File: src/rtl/seq_det_pkg.sv
// seq_det_pkg: shared FSM state type and length-to-mask helper for serial pattern detectors.
package seq_det_pkg;
  typedef enum logic {IDLE, RUN} state_t;
  function automatic logic [63:0] len_mask(input int unsigned len);
    return (len >= 64) ? '1 : (64'(1) << len) - 64'(1);
  endfunction
endpackage

File: src/rtl/seq_detector_param_if.sv
// seq_detector_param_if: configuration, serial-stream and status bundle of the pattern detector.
interface seq_detector_param_if #(
  parameter int MAX_LEN = 8,
  parameter int LEN_W   = $clog2(MAX_LEN + 1),
  parameter int CNT_W   = 16
);
  logic               en;
  logic [MAX_LEN-1:0] pattern;
  logic [LEN_W-1:0]   pat_len;
  logic               overlap;
  logic               a;
  logic               a_valid;
  logic               clr_count;
  logic               y;
  logic               busy;
  logic               cfg_err;
  logic [CNT_W-1:0]   match_count;
  modport master (output en, pattern, pat_len, overlap, a, a_valid, clr_count,
                  input y, busy, cfg_err, match_count);
  modport slave (input en, pattern, pat_len, overlap, a, a_valid, clr_count,
                 output y, busy, cfg_err, match_count);
endinterface

File: src/rtl/seq_match_counter.sv
// seq_match_counter: saturating event counter; a clear coinciding with an increment yields 1.
module seq_match_counter #(
  parameter int W = 16
) (
  input  logic         clk,
  input  logic         rst,
  input  logic         i_clr,
  input  logic         i_inc,
  output logic [W-1:0] o_count
);
  logic [W-1:0] r_count;
  always_ff @(posedge clk or posedge rst)
    if (rst) r_count <= '0;
    else if (i_clr) r_count <= W'(i_inc);
    else if (i_inc && r_count != '1) r_count <= r_count + W'(1);
  assign o_count = r_count;
endmodule

File: src/rtl/seq_detector_param.sv
// seq_detector_param: run-time programmable serial pattern detector with
// overlap control, registered one-cycle match pulse and saturating match count.
module seq_detector_param
  import seq_det_pkg::*;
#(
  parameter int MAX_LEN = 8,
  parameter int LEN_W   = $clog2(MAX_LEN + 1),
  parameter int CNT_W   = 16
) (
  input logic clk,
  input logic rst,
  seq_detector_param_if.slave bus
);
  state_t             r_state;
  logic [MAX_LEN-2:0] r_hist;
  logic [MAX_LEN-1:0] r_pat;
  logic [LEN_W-1:0]   r_len, r_fill;
  logic               r_ovl, r_y, r_busy, r_cfg_err;
  logic [MAX_LEN-1:0] w_cand, w_mask;
  logic [LEN_W-1:0]   w_len_in, w_fill_inc;
  logic [LEN_W:0]     w_fill1;
  logic               w_match;
  assign w_len_in   = (bus.pat_len > LEN_W'(MAX_LEN)) ? LEN_W'(MAX_LEN) : bus.pat_len;
  assign w_cand     = {r_hist, bus.a};
  assign w_mask     = MAX_LEN'(len_mask(32'(r_len)));
  assign w_fill1    = {1'b0, r_fill} + (LEN_W + 1)'(1);
  assign w_fill_inc = (r_fill == LEN_W'(MAX_LEN)) ? r_fill : w_fill1[LEN_W-1:0];
  // len==0 gives an all-zero mask, so it must be excluded explicitly
  assign w_match = (r_state == RUN) && bus.en && bus.a_valid && (r_len != '0) &&
                   (w_fill1 >= {1'b0, r_len}) && (((w_cand ^ r_pat) & w_mask) == '0);
  always_ff @(posedge clk or posedge rst)
    if (rst) begin
      r_state   <= IDLE;
      r_hist    <= '0;
      r_fill    <= '0;
      r_pat     <= '0;
      r_len     <= '0;
      r_ovl     <= 1'b0;
      r_y       <= 1'b0;
      r_busy    <= 1'b0;
      r_cfg_err <= 1'b0;
    end else begin
      r_y <= w_match;
      if (r_state == IDLE) begin
        r_hist <= '0;
        r_fill <= '0;
        if (bus.en) begin
          r_state   <= RUN;
          r_pat     <= bus.pattern;
          r_len     <= w_len_in;
          r_ovl     <= bus.overlap;
          r_busy    <= 1'b1;
          r_cfg_err <= (w_len_in == '0);
        end
      end else if (!bus.en) begin
        r_state   <= IDLE;
        r_hist    <= '0;
        r_fill    <= '0;
        r_busy    <= 1'b0;
        r_cfg_err <= 1'b0;
      end else if (bus.a_valid) begin
        r_hist <= (w_match && !r_ovl) ? '0 : w_cand[MAX_LEN-2:0];
        r_fill <= (w_match && !r_ovl) ? '0 : w_fill_inc;
      end
    end
  seq_match_counter #(.W(CNT_W)) u_cnt (
    .clk     (clk),
    .rst     (rst),
    .i_clr   (bus.clr_count),
    .i_inc   (w_match),
    .o_count (bus.match_count)
  );
  assign bus.y       = r_y;
  assign bus.busy    = r_busy;
  assign bus.cfg_err = r_cfg_err;
endmodule
File: src/flat_wrapper.sv
// flat-port wrapper written by rule: the top's interface ports become plain ports
module seq_detector_param_flat import seq_det_pkg::*;
#(
  parameter int MAX_LEN = 8,
  parameter int LEN_W   = $clog2(MAX_LEN + 1),
  parameter int CNT_W   = 16
)
  (clk, rst, bus_en, bus_pattern, bus_pat_len, bus_overlap, bus_a, bus_a_valid, bus_clr_count, bus_y, bus_busy, bus_cfg_err, bus_match_count);
  seq_detector_param_if #(.MAX_LEN(MAX_LEN), .LEN_W(LEN_W), .CNT_W(CNT_W)) bus_i ();
  input logic clk;
  input logic rst;
  input wire logic [$bits(bus_i.en)-1:0] bus_en;
  input wire logic [$bits(bus_i.pattern)-1:0] bus_pattern;
  input wire logic [$bits(bus_i.pat_len)-1:0] bus_pat_len;
  input wire logic [$bits(bus_i.overlap)-1:0] bus_overlap;
  input wire logic [$bits(bus_i.a)-1:0] bus_a;
  input wire logic [$bits(bus_i.a_valid)-1:0] bus_a_valid;
  input wire logic [$bits(bus_i.clr_count)-1:0] bus_clr_count;
  output wire logic [$bits(bus_i.y)-1:0] bus_y;
  output wire logic [$bits(bus_i.busy)-1:0] bus_busy;
  output wire logic [$bits(bus_i.cfg_err)-1:0] bus_cfg_err;
  output wire logic [$bits(bus_i.match_count)-1:0] bus_match_count;
  assign bus_i.en = bus_en;
  assign bus_i.pattern = bus_pattern;
  assign bus_i.pat_len = bus_pat_len;
  assign bus_i.overlap = bus_overlap;
  assign bus_i.a = bus_a;
  assign bus_i.a_valid = bus_a_valid;
  assign bus_i.clr_count = bus_clr_count;
  assign bus_y = bus_i.y;
  assign bus_busy = bus_i.busy;
  assign bus_cfg_err = bus_i.cfg_err;
  assign bus_match_count = bus_i.match_count;
  seq_detector_param #(.MAX_LEN(MAX_LEN), .LEN_W(LEN_W), .CNT_W(CNT_W)) u_core (.clk(clk), .rst(rst), .bus(bus_i));
endmodule
File: config.mk
export PLATFORM = sky130hd
export DESIGN_NAME = seq_detector_param_flat
export DESIGN_NICKNAME = d
export VERILOG_FILES = /design/src/rtl/seq_det_pkg.sv /design/src/rtl/seq_detector_param_if.sv /design/src/rtl/seq_match_counter.sv /design/src/rtl/seq_detector_param.sv /design/src/flat_wrapper.sv
export SDC_FILE = /design/constraint.sdc
export NUM_CORES = 1
export LEC_CHECK = 0
export BUFFER_PORTS_ARGS = -buffer_cell sky130_fd_sc_hd__buf_2
export CAP_MARGIN = 40
export CORE_UTILIZATION = 30
export DETAILED_ROUTE_END_ITERATION = 16
export HOLD_SLACK_MARGIN = 0.02
export SYNTH_ARGS = -nofsm -noshare
export SYNTH_HDL_FRONTEND = slang
export SYNTH_SLANG_ARGS = --single-unit
export TNS_END_PERCENT = 50
File: constraint.sdc
create_clock -name clk -period 7.3 [get_ports clk]
set_input_delay 2.19 -clock clk [delete_from_list [all_inputs] [get_ports clk]]
set_output_delay 2.19 -clock clk [all_outputs]
set_load 0.05 [all_outputs]
==> run_results.csv, run 1 <==
group,metric,value,unit
power,vdd_drop_max,0.00007089,V
yosys,synthCells,248,
clock_network,cts_setup_buffers,0,
clock_network,insertion_delay,0.30,ns
yosys,ys_ff_latch,44,
yosys,syn_area,2426,sq um
timing,period_needed,3.991,ns
finish,syn_to_final_growth,16.09,%
timing,final_hold_viol_count,0,
timing,setup_slack,3.309,ns
setup_path,critPathTopFamily,"compound AO/OA/AOI/OAI gates",
setup_path,rrSetupSlack,4.17,ns
place,portBuffers,37,
power,p_per_area,201.1,nW/um^2
place,place_hpwl,3.802,mm
global_routing,gr-usage-all-layers,13.64,%
yosys,syn-num-nets,277,
clock_network,htree_levels,2,
drt,vias,1935,
run_status,outcome,"finished, final reports clean",
floorplanning,dieArea,8450,sq um
power,power_leakage,1.212,nW
clock_network,clkTransAtPathRegs,0.09,ns
clock_network,hold_buffers,0,
yosys,synth_area_per_cell,9.783,sq um
setup_path,arrival,4.18,ns
yosys,synth_warnings,0,
drt,ant_nets,0,
timing,fin_skew,0.007700,ns
timing,setup_tns,0,ns
floorplanning,die_h,91.93,um
clock_network,clockBufferDepth,2,
setup_path,worstPathRequired,7.49,ns
finish,num_antenna_cells,0,
floorplanning,initial_core_util,31.23,%
timing,setup_violations,0,
drt,wl_per_cell,13.85,um
yosys,synth-edff-count,0,
global_routing,grt_max_degree,45,
global_routing,grt_pass1_vias,1850,
drt,drt_iter0_drc,93,
floorplanning,ios,38,
setup_path,worst_setup_path_end_kind,"register",
place,place_congestion,0.8297,
floorplanning,rows,32,
clock_network,cts_tree,"built",
setup_path,path_class,"in -> reg",
finish,final_util,36.26,%
hold_path,hold_path_class,"reg -> reg",
setup_path,start_kind,"input pin",
floorplanning,die_w,91.93,um
setup_path,cp_slowest_stage_delay,0.49,ns
run,max_cap_violations,0,
clock_network,clock-sinks,44,
setup_path,crit_end,"u_core.u_cnt.o_count[15]",
timing,tightest_slew,0.8386,ns
drt,drt_pre_antenna_iters,4,
setup_path,cp.depth,7,
setup_path,slowest_stage,"a2111oi_4",
finish,nNetsFinal,309,
setup_path,path_max_fanout,25,
setup_path,crit_start,"bus_en",
timing,slew_headroom,43.83,%
drt,wirelength,5.289,mm
yosys,seq_area_frac_synth,45.38,%
timing,fin_crit_sh,54.68,%
clock_network,cts-resized-gates,0,
setup_path,crit_path_cell_trace,"buf_2, ha_1, o2111ai_1, a2111oi_4, nand2_4, nor4_1, mux2_2",
place,pre_cts_ws,2.996,ns
timing,fmax,250.5,MHz
global_routing,antenna_found_initial,0,
yosys,ys_types,44,
timing,rsz0062_at_grt,"false",
floorplanning,fp.coreArea,7767,sq um
finish,drive_gt1_share,20.36,%
place,post_dp_cell_area,2688,sq um
clock_network,cts_root_buf,"clkbuf_8",
power,report.power.total,0.5663,mW
finish,layout.cell_area.non_filler,2816,sq um
global_routing,grt_pass1_wl,9.039,mm
drt,via_per_inst,5.065,
global_routing,overflow,0,
setup_path,r2r-start,"u_core.r_len[3]",
yosys,ys.flop_type,"dfrtp_1",
drt,drc_errors,0,
clock_network,numCtsBuffers,5,
setup_path,path_buf_inv,1,
setup_path,r2r_cells,10,
setup_path,worstReg2RegEnd,"u_core.u_cnt.o_count[15]",
timing,report.final.slew_viol_count,0,
yosys,async_reset_ff_share,100.0,%
==> kinds of logic after synthesis <==
| group | Yosys count | synth area share, % |
|---|---|---|
| adders and majority gates | 10 | 5.157 |
| DFF | 44 | 45.38 |
| muxes | 11 | 5.003 |
| xor gates and xnor gates | 15 | 5.415 |
| and+or+nand+nor | 87 | 20.22 |
| buffers and inverters | 26 | 4.435 |
| AOI/OAI and AO/OA | 55 | 14.39 |
==> registers in the layout, indices dropped and copies added, names as in the netlist, 4 cells and up <==
| signal | flops |
|---|---|
| u_core.u_cnt.o_count | 16 |
| u_core.r_len | 4 |
| u_core.r_hist | 7 |
| u_core.r_pat | 8 |
| u_core.r_fill | 4 |
==> worst min-delay path by stage <==
| stage | start | to | slack [ns] | depth (start not counted) |
|---|---|---|---|---|
| global placement | u_core.bus.cfg_err | u_core.bus.cfg_err | 0.47 | 2 |
| detailed placement | u_core.bus.cfg_err | u_core.bus.cfg_err | 0.47 | 2 |
| CTS | u_core.bus.cfg_err | u_core.bus.cfg_err | 0.50 | 2 |
| global route | u_core.bus.cfg_err | u_core.bus.cfg_err | 0.53 | 2 |
| floorplan | u_core.r_pat[4] | u_core.r_pat[4] | 0.50 | 1 |
| finish | u_core.bus.cfg_err | u_core.bus.cfg_err | 0.49 | 2 |
==> synthesized netlist by cell type, types with 2 or more instances <==
| cell type | count | area (sq um) |
|---|---|---|
| a21oi_1 | 14 | 70.07 |
| a31oi_1 | 2 | 12.51 |
| and2_1 | 4 | 25.02 |
| buf_1 | 2 | 7.510 |
| clkbuf_1 | 8 | 30.03 |
| dfrtp_1 | 44 | 1101 |
| ha_1 | 10 | 125.1 |
| inv_1 | 13 | 48.80 |
| mux2_2 | 9 | 101.4 |
| mux2i_1 | 2 | 20.02 |
| nand2_1 | 14 | 52.55 |
| nand3_1 | 25 | 125.1 |
| nand3b_1 | 3 | 22.52 |
| nand4_1 | 4 | 25.02 |
| nor2_1 | 8 | 30.03 |
| nor2b_1 | 3 | 18.77 |
| nor3_1 | 3 | 15.01 |
| nor4_1 | 3 | 18.77 |
| o211ai_1 | 2 | 15.01 |
| o21ai_0 | 19 | 95.09 |
| o31ai_1 | 10 | 75.07 |
| or4_1 | 11 | 82.58 |
| xnor2_1 | 11 | 96.34 |
| xor2_1 | 4 | 35.03 |
==> cells in the final DEF (no fill, tap or decap), types with 2 or more instances in the layout <==
cell type   n
a31oi_1     2
xor2_1      4
dfrtp_1    44
o31ai_1    10
nand4_1     4
and2_1      4
buf_2      37
mux2_2      9
nand3_1    25
or4_1      11
o21ai_0    19
inv_1      12
nor3_1      3
nand2_1    14
clkbuf_8    5
xnor2_1    11
bufinv_16   2
a21oi_1    14
ha_1       10
nand3b_1    3
mux2i_1     2
nor2b_1     3
nor4_1      3
nor2_1      8
o211ai_1    2
==> stage by stage <==
step / instances / hold WS, ns
2_1_floorplan: 248 / 0.5008
3_3_place_gp: 375 / 0.4696
3_5_place_dp: 375 / 0.4734
4_1_cts: 382 / 0.4956
5_1_grt: 382 / 0.5260
6_report: 382 / 0.4863
==> worst register-to-register path: cells and delay by family (launching register included) <==
| family | cells | cell delay [ns] |
|---|---|---|
| and+or+nand+nor | 6 | 1.60 |
| DFF | 1 | 0.46 |
| muxes | 1 | 0.37 |
| AOI/OAI and AO/OA | 2 | 0.31 |
| adders and majority gates | 1 | 0.29 |
==> layout make-up <==
type,instances,area (sq um)
Sequential cell,44,1101
Multi-Input combinational cell,178,1217
Inverter,13,48.80
Timing Repair Buffer,38,192.7
Clock inverter,2,60.06
Tap cell,102,127.6
Fill cell,810,4951
Clock buffer,5,68.82
==> report_power, final <==
group | switching (mW) | total [mW] | internal (mW)
registers | 0.0122 | 0.267 | 0.255
logic | 0.0474 | 0.0801 | 0.0326
clock network | 0.0840 | 0.219 | 0.135
total | 0.144 | 0.566 | 0.423
==> layer usage <==
metal	GRT usage (%)	part of all wire [%]
met1	19.54	52
met2	20.58	45
met3	2.405	2.6
met4	4.818	1.2
met5	0	0
Note: power is estimated with default switching activity, not from simulation.
==> inputs of run 2 (changes only) <==
==> constraint.sdc (replaced) <==
create_clock -name clk -period 3.62 [get_ports clk]
set_input_delay 1.086 -clock clk [delete_from_list [all_inputs] [get_ports clk]]
set_output_delay 1.086 -clock clk [all_outputs]
set_load 0.05 [all_outputs]
==> run_results.csv, run 2 (synthesis results as in run 1) <==
group,metric,value,unit
setup_path,cp_slowest_stage_delay,0.50,ns
floorplanning,rows,32,
floorplanning,die_h,91.93,um
floorplanning,ios,38,
floorplanning,dieArea,8450,sq um
clock_network,numCtsBuffers,5,
finish,layout.cell_area.non_filler,2851,sq um
finish,nNetsFinal,312,
finish,fillerInstances,810,
global_routing,overflow,0,
power,p_switching,0.3001,mW
run_status,outcome,"finished, final reports clean",
power,internal_power,0.8103,mW
setup_path,rrSetupSlack,0.52,ns
global_routing,antenna_found_initial,0,
hold_path,hold_path_class,"reg -> reg",
clock_network,cts-resized-gates,0,
power,p_comb_share,15.0,%
power,pwr-share-clk,36.4,%
finish,multiInputGateArea,1217,sq um
finish,layout_commonest_cell,"dfrtp_1",
setup_path,arrival,3.30,ns
clock_network,clkTransAtPathRegs,0.09,ns
timing,fin_crit_sh,85.76,%
setup_path,r2r_cells,10,
clock_network,cts_setup_buffers,0,
clock_network,clockBufferDepth,2,
finish,drive_gt1_share,21.48,%
global_routing,grt_pass1_vias,1897,
finish,largest_reg_flops,16,
drt,via_per_inst,5.083,
drt,ant_nets,0,
timing,setup_slack,0.5156,ns
finish,syn_to_final_growth,17.53,%
setup_path,slowest_stage,"nor4_2",
clock_network,insertion_delay,0.30,ns
power,p_per_area,389.4,nW/um^2
power,pwr-share-seq,48.6,%
setup_path,worst_setup_path_end_kind,"register",
place,place_hpwl,3.900,mm
clock_network,cts_tree,"built",
power,vdd_drop_max,0.0001606,V
global_routing,gr-usage-all-layers,13.48,%
setup_path,r2r-start,"u_core.r_len[3]",
clock_network,htree_levels,2,
setup_path,path_buf_inv,0,
timing,fin_skew,0.01642,ns
clock_network,hold_buffers,0,
finish,num_antenna_cells,0,
finish,final_cell_mix,"dfrtp_1 (44), buf_2 (37), nand3_1 (25)",
floorplanning,initial_core_util,31.23,%
timing,tightest_slew,0.7308,ns
hold_path,hold_path_depth,2,
setup_path,critPathTopFamily,"simple AND/OR/NAND/NOR gates",
timing,report.final.slew_viol_count,0,
timing,fmax,322.1,MHz
timing,setup_violations,0,
timing,final_hold_viol_count,0,
floorplanning,fp.coreArea,7767,sq um
setup_path,worstPathRequired,3.82,ns
setup_path,start_kind,"register",
hold_path,hold_end,"u_core.bus.cfg_err",
drt,drt_iter0_drc,114,
run,max_cap_violations,0,
power,power_leakage,1.231,nW
power,swShare,27.02,%
floorplanning,die_w,91.93,um
drt,wl_per_cell,13.89,um
clock_network,cts_root_buf,"clkbuf_8",
drt,vias,1962,
timing,period_needed,3.104,ns
drt,drc_errors,0,
finish,regArea,1101,sq um
timing,setup_tns,0,ns
drt,drt_pre_antenna_iters,4,
setup_path,path_max_fanout,25,
timing,rsz0062_at_grt,"false",
timing,slew_headroom,51.28,%
place,pre_cts_ws,0.3850,ns
hold_path,hold_path.startpoint,"u_core.bus.cfg_err",
drt,wirelength,5.361,mm
place,portBuffers,37,
setup_path,worstReg2RegEnd,"u_core.u_cnt.o_count[15]",
global_routing,grt_max_degree,26,
global_routing,grt_pass1_wl,8.997,mm
place,post_dp_cell_area,2730,sq um
place,place_congestion,0.7784,
setup_path,path_class,"reg -> reg",
setup_path,crit_path_cell_trace,"nor2_1, nand3_1, ha_1, and2_1, o211ai_1, a21oi_1, nor4_2, nand2_4, nor4_1, mux2_2",
clock_network,clock-sinks,44,
-- run 2: routing by layer --
metal / track usage, % / vias up / part of all wire (%)
li1: - / 970 / -
met1: 18.51 / 944 / 50
met2: 20.83 / 41 / 45
met3: 2.570 / 7 / 3.6
met4: 5.469 / 0 / 1.5
met5: 0 / - / 0
-- run 2: area by class of cell --
cell class	count	share of cell area, %
clock buffers	6	2.896
well taps	102	4.476
inverters	13	1.711
repair buffers	41	8.249
multi-input cells	178	42.69
flip-flops and latches	44	38.61
clock inverters	2	1.360
-- run 2: worst max path at each step --
stage                          startpoint                       end  slack [ns]  depth (start not counted)
final                     u_core.r_len[3]  u_core.u_cnt.o_count[15]        0.52                         10
after global routing      u_core.r_len[3]  u_core.u_cnt.o_count[15]        0.27                         10
after CTS                 u_core.r_len[3]  u_core.u_cnt.o_count[15]        0.51                         10
after detailed placement           bus_en  u_core.u_cnt.o_count[15]        0.38                          7
after global placement             bus_en  u_core.u_cnt.o_count[15]        0.43                          7
after floorplan               bus_a_valid  u_core.u_cnt.o_count[15]        0.74                          7
-- run 2: tightest hold or removal path: stages, from the launching register on --
cell and delay (ns):
dfrtp_1 0.35, nand2_1 0.05, o31ai_1 0.05
-- run 2: power groups by stage --
stage / clock network [mW] / registers, mW / logic (mW)
finish: 0.404 / 0.540 / 0.166
global route: 0.435 / 0.544 / 0.186
CTS: 0.414 / 0.540 / 0.168
detailed placement: 0 / 0.550 / 0.168
global placement: 0 / 0.550 / 0.161
floorplan: 0 / 0.549 / 0.117
-- run 2: metrics by stage --
stage / hold WS, ns / util, % / power [mW] / instances
2_1_floorplan: 0.5008 / - / 0.6666 / 248
5_1_grt: 0.5097 / 36.71 / 1.165 / 386
3_5_place_dp: 0.4640 / 35.15 / 0.7172 / 378
3_3_place_gp: 0.4701 / 34.70 / 0.7110 / 376
6_report: 0.4846 / 36.71 / 1.110 / 386
4_1_cts: 0.4859 / 36.71 / 1.122 / 386
==> inputs of run 3 (changes only) <==
--- a/config.mk
+++ b/config.mk
@@ -12,5 +12,6 @@
 export HOLD_SLACK_MARGIN = 0.02
 export SYNTH_ARGS = -nofsm -noshare
 export SYNTH_HDL_FRONTEND = slang
+export SYNTH_HIERARCHICAL = 1
 export SYNTH_SLANG_ARGS = --single-unit
 export TNS_END_PERCENT = 50
==> constraint.sdc (replaced) <==
create_clock -name clk -period 3.4 [get_ports clk]
set_input_delay 1.02 -clock clk [delete_from_list [all_inputs] [get_ports clk]]
set_output_delay 1.02 -clock clk [all_outputs]
set_load 0.05 [all_outputs]
==> run_results.csv, run 3 <==
group,metric,value,unit
yosys,synth_area_per_cell,10.51,sq um
finish,instances_no_fill,375,
floorplanning,die_h,92.14,um
setup_path,r2r-start,"u_core/r_fill[0]",
global_routing,overflow,0,
power,power_leakage,1.246,nW
drt,vias,1922,
global_routing,grt_max_degree,29,
timing,fin_skew,0.01633,ns
setup_path,critPathTopFamily,"simple AND/OR/NAND/NOR gates",
yosys,ys_ff_latch,44,
setup_path,arrival,3.19,ns
setup_path,crit_path_cell_trace,"ha_1, xor2_1, ha_1, o21ai_0, o21ai_0, o21ai_2, nor3_1, buf_4, inv_1, or3_4, or3_1, a21oi_1",
global_routing,gr-usage-all-layers,12.69,%
hold_path,hold_path.startpoint,"u_core/bus.cfg_err",
place,portBuffers,37,
timing,tightest_slew,0.7325,ns
yosys,synth_top_family_by_area,"simple AND/OR/NAND/NOR gates",
place,dp.cells,367,
yosys,async_reset_ff_share,100.0,%
yosys,synth_area_leader_cell,"dfrtp_1",
yosys,synth_simple_gate_area_share,17.97,%
yosys,synth_warnings,6,
finish,largest_reg_flops,16,
yosys,synth_compound_area_share,17.71,%
clock_network,clock-sinks,44,
yosys,yosysMostFrequentCell,"dfrtp_1",
finish,nNetsFinal,301,
drt,drt_pre_antenna_iters,4,
timing,setup_violations,0,
yosys,synth_top_area_share,45.17,%
timing,fmax,338.0,MHz
power,p_per_area,404.4,nW/um^2
drt,wl_per_cell,13.84,um
drt,ant_nets,0,
setup_path,crit_start,"u_core/r_fill[0]",
yosys,yosys.area_share.adder,5.133,%
yosys,muxShareOfSynthArea,5.493,%
setup_path,start_kind,"register",
place,place_congestion,0.8131,
global_routing,grt_pass1_wl,8.528,mm
clock_network,cts_root_buf,"clkbuf_8",
setup_path,path_max_fanout,7,
clock_network,cts-resized-gates,0,
clock_network,cts_tree,"built",
setup_path,path_class,"reg -> reg",
timing,slew_headroom,50.99,%
timing,period_needed,2.958,ns
clock_network,clkTransAtPathRegs,0.10,ns
yosys,ys_types,51,
setup_path,cp_slowest_stage_delay,0.46,ns
setup_path,worst_setup_path_end_kind,"register",
setup_path,path_buf_inv,2,
place,place_hpwl,3.695,mm
yosys,synth-edff-count,0,
yosys,seq_area_frac_synth,45.17,%
finish,final_cell_mix,"dfrtp_1 (44), buf_2 (37), a21oi_1 (16), nand2_1 (16)",
floorplanning,rows,32,
floorplanning,die_w,92.14,um
drt,wirelength,5.189,mm
yosys,syn_area,2437,sq um
clock_network,hold_buffers,0,
timing,final_hold_viol_count,0,
power,vdd_drop_max,0.0002110,V
yosys,synth_commonest_cells,"dfrtp_1 (44), a21oi_1 (16), nand2_1 (16), inv_1 (11), mux2_2 (11)",
finish,fillerInstances,795,
drt,drc_errors,0,
timing,setup_tns,0,ns
clock_network,cts_setup_buffers,0,
setup_path,worstPathRequired,3.63,ns
clock_network,insertion_delay,0.31,ns
yosys,synth_xor_area_share,4.312,%
floorplanning,dieArea,8489,sq um
run,max_cap_violations,0,
yosys,synth.area.top_cells,"dfrtp_1 (45%), ha_1 (5.1%), mux2_2 (5.1%), a21oi_1 (3.3%), a22o_1 (2.9%)",
floorplanning,initial_core_util,31.22,%
global_routing,antenna_found_initial,0,
run_status,outcome,"finished, final reports clean",
yosys,ys.flop_type,"dfrtp_1",
floorplanning,ios,38,
finish,drive_gt1_share,26.37,%
hold_path,hold_path_class,"reg -> reg",
timing,report.final.slew_viol_count,0,
finish,num_antenna_cells,0,
clock_network,htree_levels,2,
timing,fin_crit_sh,87.01,%
floorplanning,fp.coreArea,7807,sq um
timing,rsz0062_at_grt,"false",
yosys,syn-num-nets,261,
clock_network,clockBufferDepth,2,
drt,via_per_inst,5.125,
finish,syn_to_final_growth,16.27,%
global_routing,grt_pass1_vias,1805,
finish,layout_commonest_cell,"dfrtp_1",
drt,drt_iter0_drc,108,
yosys,synthCells,232,
setup_path,slowest_stage,"dfrtp_1",
clock_network,numCtsBuffers,5,
==> run 3: routing by layer <==
layer  GRT usage (%)  vias up  part of all wire, %
met5               0        -                    0
met4           4.688        0                  1.3
met3           2.736        4                  3.0
met2           20.27       37                   47
met1           16.79      925                   49
li1                -      956                    -
==> run 3: metrics by stage <==
| step | setup slack (ns) | utilization [%] | area, sq um | power [mW] | hold WS [ns] |
|---|---|---|---|---|---|
| 2_1_floorplan | 0.3183 | - | 2437 | 0.7036 | 0.4817 |
| 3_3_place_gp | 0.3328 | 34.82 | 2719 | 0.7334 | 0.4664 |
| 3_5_place_dp | 0.2841 | 34.82 | 2719 | 0.7366 | 0.4699 |
| 4_1_cts | 0.4279 | 36.30 | 2834 | 1.165 | 0.4935 |
| 5_1_grt | 0.2223 | 36.30 | 2834 | 1.202 | 0.5351 |
| 6_report | 0.4417 | 36.30 | 2834 | 1.146 | 0.4874 |
==> run 3: cell type report <==
| type | count | area, sq um | area share (%) |
|---|---|---|---|
| multi-input cells | 168 | 1234 | 43.53 |
| flip-flops and latches | 44 | 1101 | 38.85 |
| repair buffers | 40 | 207.7 | 7.329 |
| well taps | 102 | 127.6 | 4.503 |
| clock buffers | 5 | 68.82 | 2.428 |
| inverters | 13 | 48.80 | 1.722 |
| clock inverters | 3 | 46.29 | 1.634 |
==> run 3: logic make-up (layout without fill, tap and decap cells) <==
logic type | Yosys count | count (layout)
buf+inv | 20 | 61
flops | 44 | 44
xor+xnor | 12 | 12
compound gates | 61 | 61
simple gates | 73 | 73
fa+ha+maj | 10 | 10
mux | 12 | 12
==> run 3: where the power goes <==
part / switching, mW / internal (mW) / total, mW
clock network: 0.201 / 0.222 / 0.422
logic: 0.0852 / 0.0649 / 0.150
registers: 0.0252 / 0.548 / 0.574
==> run 3: final timing paths <==
| path | to | slack [ns] | cells past startpoint |
|---|---|---|---|
| setup / recovery | u_core/u_cnt/o_count[12] | 0.44 | 12 |
| hold / removal | u_core/bus.cfg_err | 0.49 | 2 |
| setup reg to reg | u_core/u_cnt/o_count[12] | 0.44 | 12 |
| hold reg to reg | u_core/bus.cfg_err | 0.49 | 2 |
| max in group asynchronous | u_core/u_cnt/o_count[1] | 2.19 | 2 |
| min in group asynchronous | u_core/r_fill[1] | 0.77 | 3 |
==> run 3: worst min-delay path, stage by stage, from the launching register on <==
cell,delay (ns)
dfrtp_1,0.35
nand2_1,0.04
o21ai_0,0.06
